==> config.mk <==
export PLATFORM = sky130hd
export DESIGN_NAME = mcs_apb4_bridge
export DESIGN_NICKNAME = d
export VERILOG_FILES = /design/src/rtl/mcs_apb4_bridge.sv
export SDC_FILE = /design/constraint.sdc
export NUM_CORES = 1
export LEC_CHECK = 0
export ABC_AREA = 1
export CAP_MARGIN = 10
export CORE_ASPECT_RATIO = 0.8
export CORE_MARGIN = 2
export CORE_UTILIZATION = 41
export CTS_CLUSTER_DIAMETER = 120
export DETAILED_ROUTE_END_ITERATION = 10
export PLACE_DENSITY_LB_ADDON = 0.2
export SYNTH_ARGS = -nofsm -noshare
export SYNTH_HDL_FRONTEND = slang
export SYNTH_SLANG_ARGS = --single-unit
==> constraint.sdc <==
create_clock -name CLK -period 1.9 [get_ports CLK]
set_input_delay 0.38 -clock CLK [delete_from_list [all_inputs] [get_ports CLK]]
set_output_delay 0.38 -clock CLK [all_outputs]
set_load 0.01 [all_outputs]
==> src/rtl/mcs_apb4_bridge.sv <==
// mcs_apb4_bridge
// Bridges the MicroBlaze MCS IO bus onto an APB4 master port serving up to
// NSLV slaves. Each transfer runs IDLE -> SETUP -> ACCESS -> RESP and
// completes with a one-cycle io_ready pulse. Decode errors, slave errors and
// timeouts return ERR_DATA and bump a saturating error counter.
//
// Ports
//   CLK, RESETn          clock, asynchronous active-low reset
//   io_address           MCS byte address (bits [31:24] select the bridge)
//   io_addr_strobe       request strobe, accepted only in IDLE
//   io_write_data        write data
//   io_write_strobe      write qualifier
//   io_byte_enable       write byte lanes
//   io_read_strobe       read qualifier
//   io_read_data         read data, valid only while io_ready=1 (else 0)
//   io_ready             one-cycle completion pulse
//   pADDR..pSTRB         APB4 master request signals (pSEL one-hot)
//   pRDATA, pREADY,
//   pSLVERR              per-slave APB4 responses, slave i at [i*DW +: DW]
//   err_count            saturating count of errored transfers
module mcs_apb4_bridge #(
  parameter int          DW       = 32,
  parameter int          AW       = 32,
  parameter int          NSLV     = 4,
  parameter logic [31:0] BRG_BASE = 32'hC000_0000,
  parameter int          SLV_AW   = 16,
  parameter int          TIMEOUT  = 255,
  parameter logic [31:0] ERR_DATA = 32'hDEADFA17
) (
  input  logic                 CLK,
  input  logic                 RESETn,
  input  logic [31:0]          io_address,
  input  logic                 io_addr_strobe,
  input  logic [31:0]          io_write_data,
  input  logic                 io_write_strobe,
  input  logic [3:0]           io_byte_enable,
  input  logic                 io_read_strobe,
  output logic [31:0]          io_read_data,
  output logic                 io_ready,
  output logic [AW-1:0]        pADDR,
  output logic [NSLV-1:0]      pSEL,
  output logic                 pENABLE,
  output logic                 pWRITE,
  output logic [DW-1:0]        pWDATA,
  output logic [DW/8-1:0]      pSTRB,
  input  logic [NSLV*DW-1:0]   pRDATA,
  input  logic [NSLV-1:0]      pREADY,
  input  logic [NSLV-1:0]      pSLVERR,
  output logic [7:0]           err_count
);

  localparam int          SW       = DW / 8;
  localparam int          IDXW     = (NSLV > 1) ? $clog2(NSLV) : 1;
  // The whole field between the window offset and the bridge hit byte is
  // decoded, so addresses above the last slave are reported as decode errors
  // instead of aliasing onto a lower slave.
  localparam int          IW       = 24 - SLV_AW;
  localparam logic [31:0] NSLV_U   = NSLV;
  localparam logic [15:0] TO_LAST  = 16'(TIMEOUT - 1);

  typedef enum logic [1:0] {IDLE, SETUP, ACCESS, RESP} state_t;

  state_t            state_r, state_s;
  logic [AW-1:0]     addr_r, addr_s;
  logic [DW-1:0]     wdata_r, wdata_s;
  logic [SW-1:0]     strb_r, strb_s;
  logic              write_r, write_s;
  logic [IDXW-1:0]   idx_r, idx_s;
  logic [NSLV-1:0]   sel_r, sel_s;
  logic              enable_r, enable_s;
  logic              ready_r, ready_s;
  logic [31:0]       rdata_r, rdata_s;
  logic [15:0]       cnt_r, cnt_s;
  logic [7:0]        err_cnt_r, err_cnt_s;
  logic              err_s;

  logic              hit_s;
  logic [IW-1:0]     idx_full_s;
  logic              dec_err_s;
  logic              sel_ready_s;
  logic              sel_slverr_s;
  logic [DW-1:0]     sel_rdata_s;

  assign hit_s        = (io_address[31:24] == BRG_BASE[31:24]);
  assign idx_full_s   = io_address[23:SLV_AW];
  assign dec_err_s    = (32'(idx_full_s) >= NSLV_U);
  assign sel_ready_s  = pREADY[idx_r];
  assign sel_slverr_s = pSLVERR[idx_r];
  assign sel_rdata_s  = pRDATA[idx_r*DW +: DW];

  // Next-state and next-output logic for the transfer FSM
  always_comb begin
    state_s  = state_r;
    addr_s   = addr_r;
    wdata_s  = wdata_r;
    strb_s   = strb_r;
    write_s  = write_r;
    idx_s    = idx_r;
    sel_s    = sel_r;
    enable_s = enable_r;
    ready_s  = 1'b0;
    rdata_s  = 32'h0000_0000;
    cnt_s    = cnt_r;
    err_s    = 1'b0;
    case (state_r)
      IDLE: begin
        sel_s    = '0;
        enable_s = 1'b0;
        if (io_addr_strobe && hit_s) begin
          addr_s  = AW'(io_address);
          wdata_s = DW'(io_write_data);
          write_s = io_write_strobe & ~io_read_strobe;
          strb_s  = (io_write_strobe & ~io_read_strobe) ? SW'(io_byte_enable) : '0;
          idx_s   = idx_full_s[IDXW-1:0];
          if (dec_err_s) begin
            // No slave behind this index: answer straight from the bridge.
            state_s = RESP;
            ready_s = 1'b1;
            rdata_s = ERR_DATA;
            err_s   = 1'b1;
          end else begin
            state_s                   = SETUP;
            sel_s[idx_full_s[IDXW-1:0]] = 1'b1;
          end
        end else begin
          state_s = IDLE;
        end
      end
      SETUP: begin
        state_s  = ACCESS;
        enable_s = 1'b1;
        cnt_s    = 16'd0;
      end
      ACCESS: begin
        if (sel_ready_s) begin
          state_s  = RESP;
          sel_s    = '0;
          enable_s = 1'b0;
          ready_s  = 1'b1;
          err_s    = sel_slverr_s;
          rdata_s  = sel_slverr_s ? ERR_DATA : 32'(sel_rdata_s);
        end else if (cnt_r == TO_LAST) begin
          state_s  = RESP;
          sel_s    = '0;
          enable_s = 1'b0;
          ready_s  = 1'b1;
          err_s    = 1'b1;
          rdata_s  = ERR_DATA;
        end else begin
          cnt_s = cnt_r + 16'd1;
        end
      end
      RESP: begin
        state_s  = IDLE;
        sel_s    = '0;
        enable_s = 1'b0;
        cnt_s    = 16'd0;
      end
      default: begin
        state_s  = IDLE;
        sel_s    = '0;
        enable_s = 1'b0;
        cnt_s    = 16'd0;
      end
    endcase
    if (err_s && (err_cnt_r != 8'hFF)) begin
      err_cnt_s = err_cnt_r + 8'd1;
    end else begin
      err_cnt_s = err_cnt_r;
    end
  end

  // State and registered-output flops
  always_ff @(posedge CLK or negedge RESETn) begin
    if (!RESETn) begin
      state_r   <= IDLE;
      addr_r    <= '0;
      wdata_r   <= '0;
      strb_r    <= '0;
      write_r   <= 1'b0;
      idx_r     <= '0;
      sel_r     <= '0;
      enable_r  <= 1'b0;
      ready_r   <= 1'b0;
      rdata_r   <= 32'h0000_0000;
      cnt_r     <= 16'd0;
      err_cnt_r <= 8'd0;
    end else begin
      state_r   <= state_s;
      addr_r    <= addr_s;
      wdata_r   <= wdata_s;
      strb_r    <= strb_s;
      write_r   <= write_s;
      idx_r     <= idx_s;
      sel_r     <= sel_s;
      enable_r  <= enable_s;
      ready_r   <= ready_s;
      rdata_r   <= rdata_s;
      cnt_r     <= cnt_s;
      err_cnt_r <= err_cnt_s;
    end
  end

  assign pADDR        = addr_r;
  assign pWDATA       = wdata_r;
  assign pSTRB        = strb_r;
  assign pWRITE       = write_r;
  assign pSEL         = sel_r;
  assign pENABLE      = enable_r;
  assign io_ready     = ready_r;
  assign io_read_data = rdata_r;
  assign err_count    = err_cnt_r;

endmodule

---- After elaboration in Yosys (flattened, before gate mapping) ----
Index checks and enable logic that the tools add are counted.
operators by class
  $add $sub $neg .......................... 2
  magnitude comparators ................... 4
  equal/unequal tests ..................... 9
  shift operators ......................... 1
  mux-type cells .......................... 36
  bitwise logic cells ..................... 2
  reductions and logical operators ........ 11
operators with widths
  kind                   number
  $mux 32                5
  $shiftx 128x8->32      1
  $pmux 32 s2            1
  $mux 16                2
  $pmux 16 s2            1
  $mux 4                 5
  $add 16x1->16 const B  1
  $eq 16x8->1 const B    1
  $pmux 4 s3             1
  $mux 1                 10
  $add 8x1->8 const B    1
  $eq 8x8->1 const B     1
  $ge 8x3->1 const B     1
  $mux 2                 4
  $ne 8x8->1 const B     1
  $pmux 2 s4             1
  $lt 2x3->1 const B     2
  $bmux 1 s2             2
  $eq 2x2->1 const B     2
  $ne 2x2->1 const B     2
  $pmux 1 s2             2
  $reduce_and 2->1       2
  $reduce_or 2->1        2
  $logic_and 1x1->1      3
  11 further kinds       11
word-level totals
  register bits after elaboration ......... 135
  output and inout bits ................... 115

---- Logic depth before layout (Yosys ltp) ----
  depth in word-level cells ............... 7
  gate-level depth with buffers ........... 12
  depth with buffers taken out ............ 12

---- Least setup slack after synthesis ----
Ideal clock, no wire load.
  path kind ............................... register to register
  start point ............................. register state_r[0]
  end point ............................... register addr_r[0] (netlist: pADDR[0])
  arrival time ............................ 1.540 ns
  data required time ...................... 1.783 ns
  slack ................................... 0.243 ns
  stages on the path, launching flop included .. 10
  period minus slack after synthesis ...... 1.657 ns
  path through ............................ dfrtp_1 -> inv_1 -> ha_1 -> inv_2 -> nor2_4 -> inv_2 -> buf_2 -> buf_2 -> nand2_1 -> nand2_1
between the ends
  word-level cells in the longest chain between the ends .. 2
ends and longest elaborated chain
  item                               RTL line  text
  start: declaration                 63        state_t state_r, state_s;
  start signal: assignment           189       state_r <= state_s;
  $logic_not 2->1                    105       case (state_r)
  $reduce_and 2->1 (no source line)  n/a
  end signal: assignment             190       addr_r <= addr_s;
  end: declaration                   64        logic [AW-1:0] addr_r, addr_s;
Every way passes these cells.
A chain may end at the register's enable or synchronous reset.

---- Worst setup path in the final report ----
  start point ............................. register err_cnt_r[0] (netlist: err_count[0])
  end point ............................... output err_count[0]
RTL lines
  item                      RTL line  text
  start: declaration        74        logic [7:0] err_cnt_r, err_cnt_s;
  start signal: assignment  200       err_cnt_r <= err_cnt_s;
  end: declaration          49        output logic [7:0] err_count
No word-level cell between the ends.

==> flow_metrics.tcl <==
set metrics [dict create \
    hp-class "reg -> reg" \
    netlist-cell-type-count 36 \
    slew_viol_final 0 \
    start_util_pct 42.2 \
    ys_ff_latch 133 \
    grt_max_degree 60 \
    crit_slowest_cell "clkdlybuf4s50_1" \
    cts-buffers-inserted 17 \
    postSynthAreaPerCell_um2 7.71 \
    final_common_cell "clkdlybuf4s50_1" \
    synth_area_mm2 0.00669 \
    overflow 0 \
    most-common-layout-cells "clkdlybuf4s50_1, nand2_1, dfrtp_1, nor2_1, o21ai_0" \
    dieArea_mm2 0.0174 \
    status "completed" \
    cp.depth 1 \
    areaGrowthSynthToFinish_pct 64.7 \
    path_cells "clkdlybuf4s50_1" \
    skew_ns 0.0106 \
    portBuffers 323 \
    drive_gt1_share_pct 9.57 \
    cp_num_buf_inv 1 \
    hpwl_mm 17.4 \
    setup_viol 0 \
    clock-sinks 133 \
    min_from "pADDR[25]$_DFFE_PN0P_" \
    fin_crit_ns 1.83 \
    crit_path_end "err_count[0]" \
    cts_buffer_depth 2 \
    fin_setup_tns_ns 0 \
    worstReg2RegStart "pADDR[16]$_DFFE_PN0P_" \
    grt_pass1_wl_mm 35.8 \
    ys_async_sr_fraction_pct 100 \
    finalHoldViolCount 0 \
    nFillCells 1282 \
    drc 0 \
    reg2reg_depth 11 \
    rrSetupSlack_ns 0.20 \
    max_freq_mhz 547 \
    antenna_found_initial 1 \
    r2r_end "err_count[1]$_DFFE_PN0P_" \
    vias 7070 \
    vdd_drop_max_v 0.000553 \
    crit_type "reg -> out" \
    powerDensity_mw_per_mm2 680 \
    root_buffer "clkbuf_16" \
    worst_slew_pin_slew_ns 0.543 \
    ys.flop_type "dfrtp_1" \
    finalInstanceArea_mm2 0.0110 \
    dpl-instance-area_mm2 0.0104 \
    crit_path_start "err_count[0]$_DFFE_PN0P_" \
    grt_pass1_vias 6867 \
    finalNonFillerCells 1439 \
    p_leak_nw 5.19 \
    endpoint_kind "primary output" \
    cp_max_fo 5 \
    ys_warn_count 0 \
    holdWs_ns 0.462 \
    cp_data_arrival_time_ns 1.45 \
    synth_nets 1083 \
    syn_inst 867 \
    top_level_ports 324 \
    grt_usage_pct 26.3 \
    critPathMaxStageDelay_ns 0.60 \
    clk_latency_ns 0.42 \
    wl_mm 22.8 \
    seq_area_frac_synth_pct 49.8 \
    rows 41 \
    grt_setup_unrepaired "no" \
    drtAntennaViolNets 0 \
    maxCapViolCount 0 \
    drt_iter0_drc 400 \
    fp.dieW_um 147 \
    wl_per_cell_um 15.8 \
    clkTransAtPathRegs_ns 0.06 \
    placed_cells 1405 \
    required_ns 1.52 \
    synth_edf_count 0 \
    via_per_inst 4.91 \
    crit_family "buffers and inverters" \
    gp_congestion 0.892 \
    first_pass_iters 5 \
    htreeDepth 4 \
    cp-start-kind "flip-flop" \
    p_total_mw 7.49 \
    cts_tree "built" \
    fin_crit_sh_pct 96.3 \
    relSlewSlack_pct 63.8 \
    die_y_um 118 \
    nets 1427 \
    design.core.area_mm2 0.0159 \
]
[repair_timing]
item                       in CTS  in global routing
hold buffers                    1                  0
hold endpoints to repair       47                  0
pin swaps                       0                  0
setup endpoints to repair       2                 12
resized for setup               4                  3
buffers inserted                1                  0
[cell usage after synthesis (3+ instances only)]
library cell	n	area [um2]
a21oi_1	19	95.1
a22oi_1	3	22.5
buf_2	14	70.1
buf_6	3	33.8
clkbuf_1	23	86.3
dfrtp_1	133	3330
ha_1	7	87.6
inv_1	42	158
inv_2	10	37.5
nand2_1	283	1060
nand2_2	5	31.3
nand3_1	60	300
nand3b_1	3	22.5
nand4_1	12	75.1
nor2_1	106	398
nor3_1	10	50.1
o211ai_1	4	30.0
o21ai_0	68	340
o21ai_1	10	50.1
o21ai_2	8	70.1
o22ai_1	13	81.3
or2_2	7	43.8
xor2_1	5	43.8
[worst min-delay path by stage]
| stage | end | slack (ns) | depth (start not counted) |
|---|---|---|---|
| floorplan | cnt_r[0]$_DFFE_PN0P_ | 0.08 | 0 |
| global placement | cnt_r[2]$_DFFE_PN0P_ | 0.39 | 1 |
| detailed placement | cnt_r[15]$_DFFE_PN0P_ | 0.39 | 1 |
| CTS | pADDR[25]$_DFFE_PN0P_ | 0.47 | 2 |
| global route | pADDR[6]$_DFFE_PN0P_ | 0.48 | 2 |
| finish | pADDR[25]$_DFFE_PN0P_ | 0.46 | 2 |
[flip-flops by register name, summed over array words and instances, names as in the netlist]
register and flops:
io_read_data 32, pWRITE 1, pENABLE 1, pADDR 32
pSTRB 4, cnt_r 16, pWDATA 32, state_r 2
err_count 8, pSEL 4, io_ready 1
[per-stage QoR]
step | setup slack (ns) | utilization [%]
after global placement | -0.0820 | 65.5
after detailed placement | -0.127 | 65.5
final | 0.0708 | 69.5
after floorplan | 0.243 | -
after global routing | 0.0197 | 69.5
after CTS | 0.0105 | 69.4
[area by class of cell]
cell class	count	area [um2]	area share, %
well taps	215	269	2.44
multi-input cells	640	2970	26.9
flip-flops and latches	133	3330	30.2
clock inverters	12	155	1.41
clock buffers	19	443	4.02
repair buffers	366	3650	33.1
inverters	53	201	1.83
diodes	1	2.50	0.0227
[where the power goes]
| part | leakage [nW] | switching, mW | internal (mW) | total [mW] |
|---|---|---|---|---|
| Clock | 0.277 | 1.27 | 2.09 | 3.36 |
| Combinational | 3.08 | 0.484 | 0.678 | 1.16 |
| Sequential | 1.84 | 0.0533 | 2.91 | 2.96 |
| Total | 5.19 | 1.81 | 5.68 | 7.49 |
[routing by layer]
| metal | GRT usage (%) | wire (um) | up-vias |
|---|---|---|---|
| met1 | 32.6 | 9330 | 3288 |
| met4 | 9.04 | 563 | 0 |
| met3 | 7.84 | 1800 | 32 |
| li1 | - | - | 3488 |
| met2 | 43.9 | 11100 | 262 |
| met5 | 0 | 0 | - |
[worst register-to-register path, delay by kind of cell (launching register included)]
family                 cells  cell delay, ns
buffers and inverters      3            0.41
flip-flops                 1            0.44
AND/OR/NAND/NOR            8            0.72
[cell families after synthesis]
group,count (synthesis),share of synthesized area (%)
adders and majority gates,7,1.31
AOI/OAI and AO/OA,130,10.9
and+or+nand+nor,496,31.2
DFF,133,49.8
buffers and inverters,94,5.91
xor gates and xnor gates,7,0.917
Power figures use the tool's default switching activity.
